==> src/rtl/dmem_arbiter.sv <==
// Arbiter sharing the single-ported data memory between the pipeline MEM stage
// and a DMA burst port; the pipeline wins unless DMA has waited MAX_WAIT cycles.
module dmem_arbiter #(
   parameter int unsigned MAX_WAIT = 4,
   parameter int unsigned LEN_W    = 8
) (
   input  logic             clk,
   input  logic             reset,
   input  logic             p_req,
   input  logic             p_we,
   input  logic [31:0]      p_addr,
   input  logic [31:0]      p_wdata,
   output logic [31:0]      p_rdata,
   output logic             p_stall,
   input  logic             d_start,
   input  logic             d_we,
   input  logic [31:0]      d_addr,
   input  logic [LEN_W-1:0] d_len,
   input  logic [31:0]      d_wdata,
   output logic [31:0]      d_rdata,
   output logic             d_beat,
   output logic             d_busy,
   output logic             d_done,
   output logic [31:0]      mem_a,
   output logic [31:0]      mem_di,
   output logic             mem_we,
   input  logic [31:0]      mem_do
);

   localparam int unsigned WAIT_W = (MAX_WAIT < 2) ? 1 : $clog2(MAX_WAIT + 1);
   localparam logic [WAIT_W-1:0] WAIT_MAX = WAIT_W'(MAX_WAIT);

   typedef enum logic [1:0] {
      IDLE  = 2'd0,
      BURST = 2'd1,
      DONE  = 2'd2
   } state_t;

   state_t            state_q, state_d;
   logic [31:0]       cur_addr_q, cur_addr_d;
   logic [LEN_W-1:0]  remaining_q, remaining_d;
   logic              wr_latched_q, wr_latched_d;
   logic [WAIT_W-1:0] wait_cnt_q, wait_cnt_d;
   logic              dma_grant;

   always_ff @(posedge clk or negedge reset) begin
      if (!reset) begin
         state_q      <= IDLE;
         cur_addr_q   <= '0;
         remaining_q  <= '0;
         wr_latched_q <= 1'b0;
         wait_cnt_q   <= '0;
      end else begin
         state_q      <= state_d;
         cur_addr_q   <= cur_addr_d;
         remaining_q  <= remaining_d;
         wr_latched_q <= wr_latched_d;
         wait_cnt_q   <= wait_cnt_d;
      end
   end

   always_comb begin
      state_d      = state_q;
      cur_addr_d   = cur_addr_q;
      remaining_d  = remaining_q;
      wr_latched_d = wr_latched_q;
      wait_cnt_d   = wait_cnt_q;
      d_beat       = 1'b0;
      dma_grant    = !p_req || (wait_cnt_q == WAIT_MAX);

      unique case (state_q)
         IDLE: begin
            if (d_start) begin
               if (d_len != '0) begin
                  cur_addr_d   = d_addr;
                  remaining_d  = d_len;
                  wr_latched_d = d_we;
                  wait_cnt_d   = '0;
                  state_d      = BURST;
               end else begin
                  state_d = DONE;
               end
            end
         end
         BURST: begin
            // wait_cnt never exceeds WAIT_MAX: reaching it forces the grant
            if (dma_grant) begin
               d_beat      = 1'b1;
               cur_addr_d  = cur_addr_q + 32'd4;
               remaining_d = remaining_q - LEN_W'(1);
               wait_cnt_d  = '0;
               if (remaining_q == LEN_W'(1)) state_d = DONE;
            end else begin
               wait_cnt_d = wait_cnt_q + WAIT_W'(1);
            end
         end
         DONE:    state_d = IDLE;
         default: state_d = IDLE;
      endcase
   end

   always_comb begin
      if (d_beat) begin
         mem_a  = cur_addr_q;
         mem_di = d_wdata;
         mem_we = reset && wr_latched_q;
      end else begin
         mem_a  = p_addr;
         mem_di = p_wdata;
         mem_we = reset && p_req && p_we;
      end
   end

   assign p_stall = p_req && d_beat;
   assign p_rdata = mem_do;
   assign d_rdata = mem_do;
   assign d_busy  = (state_q == BURST);
   assign d_done  = (state_q == DONE);

endmodule
==> config.mk <==
export PLATFORM = sky130hd
export DESIGN_NAME = dmem_arbiter
export DESIGN_NICKNAME = d
export VERILOG_FILES = /design/src/rtl/dmem_arbiter.sv
export SDC_FILE = /design/constraint.sdc
export NUM_CORES = 1
export LEC_CHECK = 0
export ABC_AREA = 0
export BUFFER_PORTS_ARGS = -buffer_cell sky130_fd_sc_hd__clkbuf_2
export CORE_AREA = 5 5 115 117
export CTS_CLUSTER_SIZE = 25
export DETAILED_ROUTE_END_ITERATION = 16
export DIE_AREA = 0 0 120 122
export GPL_TIMING_DRIVEN = 0
export PLACE_DENSITY = 0.7
export SLEW_MARGIN = 20
export SYNTH_ARGS = -nofsm -noshare
export SYNTH_HDL_FRONTEND = slang
export SYNTH_SLANG_ARGS = --single-unit
==> constraint.sdc <==
create_clock -name clk -period 3.7 [get_ports clk]
set_input_delay 0.555 -clock clk [delete_from_list [all_inputs] [get_ports clk]]
set_output_delay 0.555 -clock clk [all_outputs]
set_load 0.02 [all_outputs]
==> results_dict.tcl, run 1 <==
set metrics [dict create \
    cts_tree "yes" \
    drt-total-wl_um 17430 \
    required_ps 3140 \
    worstPathMaxFanout 10 \
    slew_viol_final 0 \
    max_cap_viol_count 0 \
    start_kind "flip-flop" \
    viasPerCell 5.049 \
    synth_top_area_cell "dfrtp_1" \
    total_power_mw 3.776 \
    cts.sinks 46 \
    drc 0 \
    place_area_mm2 0.005744 \
    place.gp.congestion 0.8360 \
    ys_ff_latch 46 \
    synthTopCellsByCount "224 x nand2_1, 68 x buf_4, 46 x dfrtp_1, 44 x a21oi_1, 28 x nor2_1" \
    hpwl_um 14040 \
    yosys_most_used_dff "dfrtp_1" \
    die_area_mm2 0.01464 \
    synth_edf_count 0 \
    area_delta_synth_final_pct 41.28 \
    synth.avg_cell_area_um2 6.868 \
    design_area_mm2 0.005909 \
    cts_max_level 2 \
    yosys-top-cells-area "dfrtp_1 28%, nand2_1 20%, buf_4 12%" \
    synthArstFlopShare_pct 100.0 \
    overflow 0 \
    final_nets 1069 \
    setup_viol 0 \
    synthCells 609 \
    synth.most_common_cell "nand2_1" \
    hp-class "input port to async pin" \
    wire_per_inst_um 16.75 \
    clock_skew_ps 12.67 \
    numCtsBuffers 5 \
    max_slew.worst_pin.slew_ps 723.6 \
    grt_max_degree 48 \
    syn_nets 788 \
    io_pins 307 \
    ir_drop_uv 253.5 \
    core_mm2 0.01226 \
    power-per-cell-area_mw_per_mm2 639.1 \
    post_cts_resized 0 \
    yosysTopAreaCellShare_pct 27.52 \
    ant_nets 0 \
    start_util_pct 34.12 \
    ys_warn_count 0 \
    fmax_mhz 325.0 \
    die_y_um 122 \
    hold_viol 0 \
    worstSetupEndpointType "output pin" \
    grt_pass1_wl_um 25970 \
    rows 41 \
    grt_usage_pct 22.07 \
    finalCriticalPeriod_ps 3077 \
    drive_above_1_share_pct 43.32 \
    synth_cell_types 53 \
    root_buffer "clkbuf_16" \
    drt_first_pass_iters 5 \
    drtIter0Drc 383 \
    num_vias 5256 \
    diodes 0 \
    period_share_pct 83.15 \
    syn_area_mm2 0.004183 \
    clock_latency_ps 290 \
    p_leak_nw 3.302 \
    numPortBuffers 274 \
    grt_pass1_vias 4920 \
    post_cts.repair.setup_buffers 0 \
    holdWs_ps 320.1 \
    slew-limit-headroom_pct 51.58 \
    yosysSeqAreaShare_pct 27.52 \
    nFillCells 1288 \
    antenna_found_initial 2 \
    path_class "flip-flop to output pin" \
    worstPathArrival_ps 2520 \
    final_util_pct 48.20 \
    cts_buffer_depth 2 \
    path_clk_slew_ps 70 \
    ctsHoldBuffers 0 \
    chipWidth_um 120 \
    rsz0062_at_grt "no" \
    outcome "completed" \
    tns_ps 0 \
]
## state kept, by name (all words and copies together), names as in the netlist
| name | count |
|---|---|
| wr_latched_q | 1 |
| wait_cnt_q | 3 |
| state_q | 2 |
| remaining_q | 8 |
| cur_addr_q | 32 |
## where the power goes
group          total, mW  internal [mW]  switching (mW)
clock              0.524          0.317           0.207
sequential          1.04          0.740           0.304
combinational       2.21          0.808            1.40
## final cells by class
| type | instances | area [um2] | area share (%) |
|---|---|---|---|
| buffer | 99 | 658.1 | 11.14 |
| clock buffer | 5 | 125.1 | 2.117 |
| clock inverter | 3 | 40.04 | 0.6775 |
| inverter | 9 | 33.78 | 0.5717 |
| multi-input combinational | 455 | 2340 | 39.59 |
| sequential | 46 | 1151 | 19.48 |
| tap | 150 | 187.7 | 3.176 |
| timing repair buffer | 274 | 1374 | 23.25 |
## logic make-up after synthesis
group | count (synthesis) | synth area share (%)
multiplexers | 4 | 0.9573
AND/OR/NAND/NOR | 316 | 33.29
flip-flops | 46 | 27.52
buffers and inverters | 108 | 16.54
adder cells (fa/ha/maj) | 5 | 1.496
AO/OA/AOI/OAI | 130 | 20.19
## worst max-delay path: stages, from the launching register on
cell and delay (ps):
dfrtp_1 400, inv_1 60, ha_1 200, a21bo_2 240, nand2_2 170, buf_2 290, clkbuf_1 470, nand2_1 130
nand2_1 90, clkbuf_2 170
## stage by stage
step	std cells	setup slack, ps
6_report	1041	623.4
5_1_grt	1041	454.6
4_1_cts	1041	574.9
3_5_place_dp	1033	813.5
3_3_place_gp	1033	825.9
2_1_floorplan	609	1448
## worst paths after layout
| check | from | cells after the start | slack [ps] | end |
|---|---|---|---|---|
| worst max-delay path | wait_cnt_q[0]$_DFFE_PN0P_ | 9 | 620 | mem_di[30] |
| worst min-delay path | reset | 1 | 320 | cur_addr_q[13]$_DFFE_PN0P_ |
| worst max register to register | cur_addr_q[4]$_DFFE_PN0P_ | 5 | 1650 | cur_addr_q[21]$_DFFE_PN0P_ |
| worst min register to register | wr_latched_q$_DFFE_PN0P_ | 2 | 470 | wr_latched_q$_DFFE_PN0P_ |
| max in group asynchronous | reset | 1 | 2910 | wait_cnt_q[1]$_DFFE_PN0P_ |
| min in group clk | d_we | 3 | 460 | wr_latched_q$_DFFE_PN0P_ |
## per-layer routing
layer  vias up  wire length [um]  track usage [%]
li1       2583                 -                -
met5         -                21                0
met3        18              1852            6.639
met2       277              7987            34.53
met4         4               120            2.720
met1      2374              7452            31.02
## placed cells by master, fill, tap and decap left out, drive strengths merged, types with 8 or more instances in the layout
cell type  synthesis  routed
inv                9       9
a2bb2oi            9       9
o22ai             11      11
nor2              29      29
nand3             18      18
o21ai             27      27
nand2            225     225
buf               88      88
clkbuf            11     290
a21oi             44      44
nand4             12      12
dfrtp             46      46
nor3               8       8
No activity file was read; power rests on OpenSTA's default activity.
==> run 2, diff against run 1 <==
PLACE_DENSITY = 0.73   (was 0.7)
clock period = 2.5 ns   (was 3.7 ns; I/O delays follow)
==> results_dict.tcl, run 2 (synthesis results as in run 1) <==
set metrics [dict create \
    outcome "completed" \
    drt_first_pass_iters 5 \
    grt_pass1_vias 5022 \
    clock_skew_ps 7.950 \
    worstPathArrival_ps 2020 \
    die_y_um 122 \
    worstSetupEndpointType "output pin" \
    num_vias 5303 \
    nFillCells 1273 \
    rsz0062_at_grt "no" \
    drtIter0Drc 424 \
    crit_top_cell "nand2_1" \
    numPortBuffers 274 \
    area_delta_synth_final_pct 43.97 \
    core_mm2 0.01226 \
    grt_usage_pct 22.41 \
    final_nets 1070 \
    cts_buffer_depth 2 \
    slew_viol_final 0 \
    antenna_found_initial 2 \
    ir_drop_uv 425.4 \
    wire_per_inst_um 16.98 \
    largest-register "cur_addr_q" \
    required_ps 2120 \
    setup_viol 0 \
    mostFrequentLayoutCells "274 x clkbuf_2, 223 x nand2_1, 71 x buf_4" \
    max_cap_viol_count 0 \
    cts.sinks 46 \
    period_share_pct 95.60 \
    cts_tree "yes" \
    reg_top3 "cur_addr_q (32), remaining_q (8), wait_cnt_q (3)" \
    cp_slowest_cell "dfrtp_1" \
    worstPathMaxFanout 10 \
    grt_pass1_wl_um 26430 \
    start_kind "flip-flop" \
    overflow 0 \
    path_class "flip-flop to output pin" \
    cpPeakStageDelay_ps 390 \
    hp-class "input port to async pin" \
    viasPerCell 5.089 \
    drt-total-wl_um 17700 \
    grt_max_degree 48 \
    clock_latency_ps 290 \
    max_slew.worst_pin.slew_ps 723.0 \
    hpwl_um 14210 \
    drc 0 \
    diodes 0 \
    hold_viol 0 \
    die_area_mm2 0.01464 \
    rows 41 \
    path_clk_slew_ps 70 \
    reg2reg_slack_ps 490 \
    crit_chain "inv_1 -> ha_1 -> a21bo_4 -> nand2_8 -> inv_4 -> buf_12 -> buf_6 -> nand2_1 -> nand2_1 -> clkbuf_2" \
    ant_nets 0 \
    finalCriticalPeriod_ps 2390 \
    numCtsBuffers 5 \
    start_util_pct 34.12 \
    p_leak_nw 3.351 \
    place.gp.congestion 0.9126 \
    root_buffer "clkbuf_16" \
    chipWidth_um 120 \
    layout_commonest_cell "clkbuf_2" \
    power-per-cell-area_mw_per_mm2 951.0 \
    tns_ps 0 \
    largest_reg_flops 32 \
    cts_max_level 2 \
    holdWs_ps 136.8 \
    drive_above_1_share_pct 44.28 \
    fmax_mhz 418.4 \
    io_pins 307 \
    slew-limit-headroom_pct 51.62 \
]
run 2: cell types whose count changed in the layout (fill, tap and decap cells not counted), sizes merged:
cell,before,now
clkinv,2,1
clkbuf,290,287
inv,9,10
buf,88,92
run 2: stage by stage:
step	utilization (%)	setup WS (ps)	std cells	power (mW)	cell area [um2]
after floorplan	-	427.6	609	3.666	4183
after global placement	46.83	-224.2	1033	4.763	5742
after detailed placement	46.85	-219.1	1033	4.808	5744
after CTS	48.62	0.02043	1041	5.655	5961
after global routing	49.12	0.9621	1042	6.149	6022
final	49.12	110.0	1042	5.727	6022
run 2: area by class of cell:
type | instances | area [um2] | area share [%]
multi-input combinational | 455 | 2362 | 39.23
timing repair buffer | 275 | 1384 | 22.98
sequential | 46 | 1152 | 19.14
buffer | 99 | 728.2 | 12.09
tap | 150 | 187.7 | 3.117
clock buffer | 5 | 125.1 | 2.078
clock inverter | 3 | 43.79 | 0.7272
inverter | 9 | 38.79 | 0.6441
run 2: what timing repair did:
action / CTS / global route
hold buffers: 0 / 0
pin swaps: 0 / 0
gates resized for setup: 17 / 21
setup endpoints to repair: 60 / 60
setup buffers: 0 / 1
run 2: report_power, final:
group	leakage [nW]	internal (mW)	switching, mW
clock network	0.0842	0.475	0.317
logic	2.73	1.28	2.11
registers	0.537	1.09	0.448
run 2: worst max-delay path: cells and delay by family (launching register included):
family,cells,cell delay (ps)
flip-flops,1,390
AO/OA/AOI/OAI,1,260
AND/OR/NAND/NOR,3,290
adder cells (fa/ha/maj),1,220
buffers and inverters,5,560
run 2: metal layers:
layer / vias to the layer above / wire (um) / global-route usage (%)
met1: 2401 / 7667 / 32.43
met5: - / 27 / 0
met4: 4 / 111 / 2.720
met3: 13 / 1967 / 6.035
li1: 2578 / - / -
met2: 307 / 7921 / 34.49
run 2: worst paths after layout:
| path | startpoint | to | cells past startpoint |
|---|---|---|---|
| setup / recovery | wait_cnt_q[0]$_DFFE_PN0P_ | mem_a[8] | 10 |
| hold / removal | reset | cur_addr_q[26]$_DFFE_PN0P_ | 1 |
| setup reg to reg | cur_addr_q[4]$_DFFE_PN0P_ | cur_addr_q[31]$_DFFE_PN0P_ | 5 |
| hold reg to reg | cur_addr_q[0]$_DFFE_PN0P_ | cur_addr_q[0]$_DFFE_PN0P_ | 2 |
| max in group asynchronous | reset | state_q[1]$_DFFE_PN0P_ | 1 |
| min in group clk | d_addr[1] | cur_addr_q[1]$_DFFE_PN0P_ | 3 |
